`src/rtl/div_result_buffer_if.sv`:
```
// Handshake and payload bundle between a divider array, the result buffer and its consumer.
interface div_result_buffer_if #(
    parameter int unsigned CNT_W = 8
);
    // upstream side: operands and divider-array result
    logic             in_valid;
    logic             in_ready;
    logic [3:0]       n_in;
    logic [3:0]       d_in;
    logic [3:0]       q_in;
    logic [3:0]       r_in;
    // downstream side: head entry
    logic             out_valid;
    logic             out_ready;
    logic [3:0]       out_q;
    logic [3:0]       out_r;
    logic             out_dz;
    logic             out_err;
    // statistics
    logic [CNT_W-1:0] res_count;
    logic [CNT_W-1:0] err_count;

    // producer/consumer environment around the buffer
    modport master (
        output in_valid, n_in, d_in, q_in, r_in, out_ready,
        input  in_ready, out_valid, out_q, out_r, out_dz, out_err, res_count, err_count
    );

    // the buffer itself
    modport slave (
        input  in_valid, n_in, d_in, q_in, r_in, out_ready,
        output in_ready, out_valid, out_q, out_r, out_dz, out_err, res_count, err_count
    );
endinterface

```
`src/rtl/div_result_buffer.sv`:
```
// Two-entry in-order buffer for 4-bit divider results with divide-by-zero
// substitution, consistency checking and saturating statistics counters.
module div_result_buffer #(
    parameter int unsigned CNT_W = 8
) (
    input  logic               clk,
    input  logic               rst,
    div_result_buffer_if.slave bus
);

    localparam int unsigned DEPTH = 2;
    localparam int unsigned OCC_W = 2;
    localparam int unsigned SUM_W = 9;

    typedef struct packed {
        logic [3:0] q;
        logic [3:0] r;
        logic       dz;
        logic       err;
    } entry_t;

    entry_t             mem_q [DEPTH];
    entry_t             mem_d [DEPTH];
    entry_t             head_q, head_d;
    entry_t             in_entry;
    logic               rd_ptr_q, rd_ptr_d;
    logic               wr_ptr_q, wr_ptr_d;
    logic [OCC_W-1:0]   occ_q, occ_d;
    logic [CNT_W-1:0]   res_count_q, res_count_d;
    logic [CNT_W-1:0]   err_count_q, err_count_d;
    logic [SUM_W-1:0]   chk_sum;
    logic               in_ready_c, out_valid_c;
    logic               push, pop;

    assign in_ready_c  = (occ_q != OCC_W'(DEPTH)) && !rst;
    assign out_valid_c = (occ_q != '0) && !rst;
    assign push        = bus.in_valid && in_ready_c;
    assign pop         = out_valid_c && bus.out_ready;

    // Build the entry to store: substitute on divide-by-zero, otherwise verify q*d+r == n and r < d.
    always_comb begin
        in_entry = '0;
        chk_sum  = SUM_W'(bus.q_in) * SUM_W'(bus.d_in) + SUM_W'(bus.r_in);
        if (bus.d_in == 4'd0) begin
            in_entry.q  = 4'hF;
            in_entry.r  = bus.n_in;
            in_entry.dz = 1'b1;
        end else begin
            in_entry.q   = bus.q_in;
            in_entry.r   = bus.r_in;
            in_entry.err = (chk_sum != SUM_W'(bus.n_in)) || (bus.r_in >= bus.d_in);
        end
    end

    // Next-state for storage, pointers, occupancy, head output and counters.
    always_comb begin
        mem_d       = mem_q;
        rd_ptr_d    = rd_ptr_q;
        wr_ptr_d    = wr_ptr_q;
        occ_d       = occ_q;
        res_count_d = res_count_q;
        err_count_d = err_count_q;
        head_d      = '0;

        if (push) begin
            mem_d[wr_ptr_q] = in_entry;
            wr_ptr_d        = ~wr_ptr_q;
            if (res_count_q != '1) begin
                res_count_d = res_count_q + CNT_W'(1);
            end
            if ((in_entry.dz || in_entry.err) && (err_count_q != '1)) begin
                err_count_d = err_count_q + CNT_W'(1);
            end
        end
        if (pop) begin
            rd_ptr_d = ~rd_ptr_q;
        end

        case ({push, pop})
            2'b10:   occ_d = occ_q + OCC_W'(1);
            2'b01:   occ_d = occ_q - OCC_W'(1);
            default: occ_d = occ_q;
        endcase

        // head register mirrors the entry that will sit at the read pointer next cycle
        if (occ_d != '0) begin
            head_d = mem_d[rd_ptr_d];
        end
    end

    // State registers with synchronous reset that flushes all contents.
    always_ff @(posedge clk) begin
        if (rst) begin
            rd_ptr_q    <= 1'b0;
            wr_ptr_q    <= 1'b0;
            occ_q       <= '0;
            head_q      <= '0;
            res_count_q <= '0;
            err_count_q <= '0;
        end else begin
            rd_ptr_q    <= rd_ptr_d;
            wr_ptr_q    <= wr_ptr_d;
            occ_q       <= occ_d;
            head_q      <= head_d;
            res_count_q <= res_count_d;
            err_count_q <= err_count_d;
        end
    end

    // Entry storage; contents are meaningless while the occupancy excludes them.
    always_ff @(posedge clk) begin
        mem_q <= mem_d;
    end

    // Head data is zero whenever no entry is presented, including while reset is held.
    assign bus.in_ready  = in_ready_c;
    assign bus.out_valid = out_valid_c;
    assign bus.out_q     = rst ? 4'd0 : head_q.q;
    assign bus.out_r     = rst ? 4'd0 : head_q.r;
    assign bus.out_dz    = rst ? 1'b0 : head_q.dz;
    assign bus.out_err   = rst ? 1'b0 : head_q.err;
    assign bus.res_count = res_count_q;
    assign bus.err_count = err_count_q;

endmodule

```
`src/flat_wrapper.sv`:
```
// flat-port wrapper written by rule: the top's interface ports become plain ports
module div_result_buffer_flat 
#(
    parameter int unsigned CNT_W = 8
)
  (clk, rst, bus_in_valid, bus_n_in, bus_d_in, bus_q_in, bus_r_in, bus_out_ready, bus_in_ready, bus_out_valid, bus_out_q, bus_out_r, bus_out_dz, bus_out_err, bus_res_count, bus_err_count);
  div_result_buffer_if #(.CNT_W(CNT_W)) bus_i ();
  input  logic clk;
  input  logic rst;
  input wire logic [$bits(bus_i.in_valid)-1:0] bus_in_valid;
  input wire logic [$bits(bus_i.n_in)-1:0] bus_n_in;
  input wire logic [$bits(bus_i.d_in)-1:0] bus_d_in;
  input wire logic [$bits(bus_i.q_in)-1:0] bus_q_in;
  input wire logic [$bits(bus_i.r_in)-1:0] bus_r_in;
  input wire logic [$bits(bus_i.out_ready)-1:0] bus_out_ready;
  output wire logic [$bits(bus_i.in_ready)-1:0] bus_in_ready;
  output wire logic [$bits(bus_i.out_valid)-1:0] bus_out_valid;
  output wire logic [$bits(bus_i.out_q)-1:0] bus_out_q;
  output wire logic [$bits(bus_i.out_r)-1:0] bus_out_r;
  output wire logic [$bits(bus_i.out_dz)-1:0] bus_out_dz;
  output wire logic [$bits(bus_i.out_err)-1:0] bus_out_err;
  output wire logic [$bits(bus_i.res_count)-1:0] bus_res_count;
  output wire logic [$bits(bus_i.err_count)-1:0] bus_err_count;
  assign bus_i.in_valid = bus_in_valid;
  assign bus_i.n_in = bus_n_in;
  assign bus_i.d_in = bus_d_in;
  assign bus_i.q_in = bus_q_in;
  assign bus_i.r_in = bus_r_in;
  assign bus_i.out_ready = bus_out_ready;
  assign bus_in_ready = bus_i.in_ready;
  assign bus_out_valid = bus_i.out_valid;
  assign bus_out_q = bus_i.out_q;
  assign bus_out_r = bus_i.out_r;
  assign bus_out_dz = bus_i.out_dz;
  assign bus_out_err = bus_i.out_err;
  assign bus_res_count = bus_i.res_count;
  assign bus_err_count = bus_i.err_count;
  div_result_buffer #(.CNT_W(CNT_W)) u_core (.clk(clk), .rst(rst), .bus(bus_i));
endmodule
```
`config.mk`:
```
export PLATFORM = sky130hd
export DESIGN_NAME = div_result_buffer_flat
export DESIGN_NICKNAME = d
export VERILOG_FILES = /design/src/rtl/div_result_buffer_if.sv /design/src/rtl/div_result_buffer.sv /design/src/flat_wrapper.sv
export SDC_FILE = /design/constraint.sdc
export NUM_CORES = 1
export LEC_CHECK = 0
export ABC_AREA = 1
export BUFFER_PORTS_ARGS = -buffer_cell sky130_fd_sc_hd__buf_2
export CORE_MARGIN = 5
export CORE_UTILIZATION = 60
export DETAILED_ROUTE_END_ITERATION = 12
export GPL_ROUTABILITY_DRIVEN = 0
export PLACE_DENSITY = 0.84
export SLEW_MARGIN = 20
export SYNTH_ARGS = -nofsm -noshare
export SYNTH_HDL_FRONTEND = slang
export SYNTH_SLANG_ARGS = --single-unit
```
`constraint.sdc`:
```
create_clock -name clk -period 9.7 [get_ports clk]
set_input_delay 0.97 -clock clk [delete_from_list [all_inputs] [get_ports clk]]
set_output_delay 0.97 -clock clk [all_outputs]
set_load 0.01 [all_outputs]
```
==> results.json <==
{
  "outcome": "complete, no violations",
  "post-route-drc-count": 0,
  "postLayoutCoreUtil_pct": 68.0,
  "critPathMaxStageDelay_ps": 560,
  "final_layout_size_suffix_gt1_share_pct": 16.7,
  "power_density_mw_per_mm2": 153,
  "cpLargestDelayFamily": "adder cells",
  "slew_headroom_pct": 47.9,
  "finClkSkew_ps": 7.22,
  "totalNegativeSetupSlack_ps": 0,
  "finalNetCount": 525,
  "seq_power_share_pct": 46.8,
  "worstSetupPathType": "in2reg",
  "grtUsageTotal_pct": 21.2,
  "insertion_delay_ps": 310,
  "std_cell_rows": 26,
  "grt_start_max_net_pins": 27,
  "overflow": 0,
  "coreArea_mm2": 0.00504,
  "syn_to_final_growth_pct": 12.2,
  "synth_top_cell_area_share_pct": 32.7,
  "antenna_violating_nets_post_route": 0,
  "initial_utilization_pct": 60.6,
  "timing.hold.worst.start": "u_core.mem_q[18]$_DFF_P_",
  "critical_path.max_fanout": 9,
  "cts_buffers": 5,
  "power.share.combinational_pct": 28.6,
  "final_max_slew_viol_count": 0,
  "hold_viol_final": 0,
  "detailedRoute.firstIterationViolations": 128,
  "timing_worst_slew_pin_value_ps": 779,
  "timing.critical_path.cells": "buf_2 -> nand2_1 -> fa_1 -> fa_1 -> inv_1 -> fa_1 -> ha_1 -> or2_1 -> nand2_1 -> nand2_1 -> nand2_1 -> nand3_1 -> nor2_2 -> nand4_4 -> nand2_4 -> inv_2 -> nor2_1 -> nor2_1",
  "cts_resized": 0,
  "routed_wirelength_um": 6250,
  "netlist-cell-type-count": 33,
  "setup.worst_path.start": "bus_q_in[0]",
  "postCtsSetupBuffers": 0,
  "first_global_vias": 2692,
  "cp.buffers_inverters": 3,
  "number_of_buffers_on_the_longest_clock_path": 2,
  "finish.instance_area_mm2": 0.00343,
  "grt_pass1_wl_um": 11200,
  "max_clock_freq_mhz": 245,
  "timing.critical_path.from_type": "input port",
  "synth_seq_cells": 50,
  "post_cts_hold_buffer_count": 0,
  "vias": 2741,
  "first_pass_iters": 4,
  "postSynthCellCount": 426,
  "grt_antenna_before_repair": 0,
  "critPathArrivalTime_ps": 4290,
  "ys_warn_count": 0,
  "p_sw_w": 0.000175,
  "fp.dieH_um": 81.4,
  "synth.cell_area_mm2": 0.00306,
  "num_io_pins": 48,
  "total_leakage_power_nw": 1.88,
  "path_common_cell": "nand2_1",
  "postPlaceCellArea_mm2": 0.00333,
  "synth_nets": 479,
  "ir_worst_vdd_uv": 145,
  "die-width_um": 81.4,
  "rsz0062_at_grt": "no",
  "synth_seq_area_share_pct": 32.7,
  "io_buffers": 47,
  "post-dp-hpwl_um": 4920,
  "clk_transition_reported_paths_ps": 90,
  "worstHoldPathType": "reg2reg",
  "p_sw_share_pct": 33.2,
  "cts.sink_count": 50,
  "layout_commonest_cell": "nand2_1",
  "critPathCaptureType": "flop",
  "cts_tree": "built",
  "antenna_cells_inserted": 0,
  "timing.rr.start": "u_core.occ_q[0]$_SDFF_PP0_",
  "clockPowerShare_pct": 24.6,
  "slowest_stage_cell_crit_path": "fa_1",
  "die-area_mm2": 0.00662,
  "yosysTopAreaCell": "dfxtp_1",
  "finalSetupViolCount": 0,
  "commonest_cells_after_routing_fill_and_taps_aside": "nand2_1, inv_1, dfxtp_1",
  "syn_avg_cell_area_um2": 7.18,
  "ys_top_cells_by_area": "dfxtp_1, nand2_1, ha_1, inv_1, fa_1",
  "internal_power_w": 0.000351,
  "period_minus_slack_ps": 4080,
  "drt-wirelength-per-cell_um": 11.5,
  "h-tree-depth": 2,
  "viasPerCell": 5.05,
  "max-cap-violations": 0,
  "cp_data_required_time_ps": 9910,
  "root_buffer_cell": "clkbuf_8",
  "finalCritPeriodShare_pct": 42.1
}
[stage by stage]
| step | setup slack, ps | total power [W] | std cells | hold slack (ps) |
|---|---|---|---|---|
| final | 5620 | 0.000526 | 543 | 452 |
| after global routing | 5380 | 0.000566 | 543 | 468 |
| after CTS | 5630 | 0.000530 | 543 | 453 |
| after detailed placement | 5300 | 0.000401 | 535 | 431 |
| after global placement | 5380 | 0.000394 | 535 | 430 |
| after floorplan | 5670 | 0.000364 | 426 | 416 |
[logic make-up (layout without fill, tap and decap cells)]
group                      after synthesis  count (layout)  synth area share (%)
DFF                                     50              50                  32.7
buffers and inverters                   77             124                  10.1
adders and majority gates               33              33                  15.2
and+or+nand+nor                        209             209                  29.9
xor gates and xnor gates                 9               9                  2.58
AOI/OAI and AO/OA                       48              48                  9.50
[metal layers]
layer	GRT usage, %	routed length, um
met1	25.2	2770
met2	38.4	3100
met3	4.10	301
met4	5.91	75
met5	0	0
[power by group through the flow]
stage	Sequential (W)	Clock [W]	Combinational, W
after floorplan	0.000249	0	0.000115
after global placement	0.000250	0	0.000144
after detailed placement	0.000251	0	0.000150
after CTS	0.000246	0.000133	0.000151
after global routing	0.000249	0.000142	0.000174
final	0.000246	0.000130	0.000150
[tightest hold or removal path, delay by kind of cell, from the launching register on]
kind,cells,cell delay [ps]
DFF,1,310
buffers and inverters,1,60
AOI/OAI and AO/OA,1,50
[worst paths after layout]
check	end	slack [ps]	cells after the start
hold reg to reg	u_core.mem_q[18]$_DFF_P_	450	2
setup reg to reg	u_core.head_q[4]$_SDFF_PP0_	7500	10
hold / removal	u_core.mem_q[18]$_DFF_P_	450	2
setup / recovery	u_core.bus.err_count[1]$_SDFFE_PP0P_	5620	18
[cells in the mapped netlist, drive strengths merged]
cell type and instances:
nand2 133, inv 68, dfxtp 50, nor2 35, a21oi 33, ha 26, nand3 23, o21ai 14
nor3 8, buf 7, fa 7, xor2 7, or2 3, nand3b 2, nor4 2, xnor2 2
a31oi 1, clkbuf 1, clkinv 1, nand4 1, nor3b 1, or3 1
[state kept, by name (all words and copies together) (netlist names)]
register              cells
u_core.bus.err_count      8
u_core.bus.res_count      8
u_core.head_q            10
u_core.mem_q             20
u_core.occ_q              2
u_core.rd_ptr_q           1
u_core.wr_ptr_q           1
[layout make-up]
cell class / count / area [um2]
multi-input combinational: 299 / 1750
fill: 436 / 1610
sequential: 50 / 1000
inverter: 69 / 259
timing repair buffer: 47 / 235
tap: 70 / 87.6
clock buffer: 6 / 82.6
clock inverter: 2 / 16.3
Note: power is estimated with default switching activity, not from simulation.
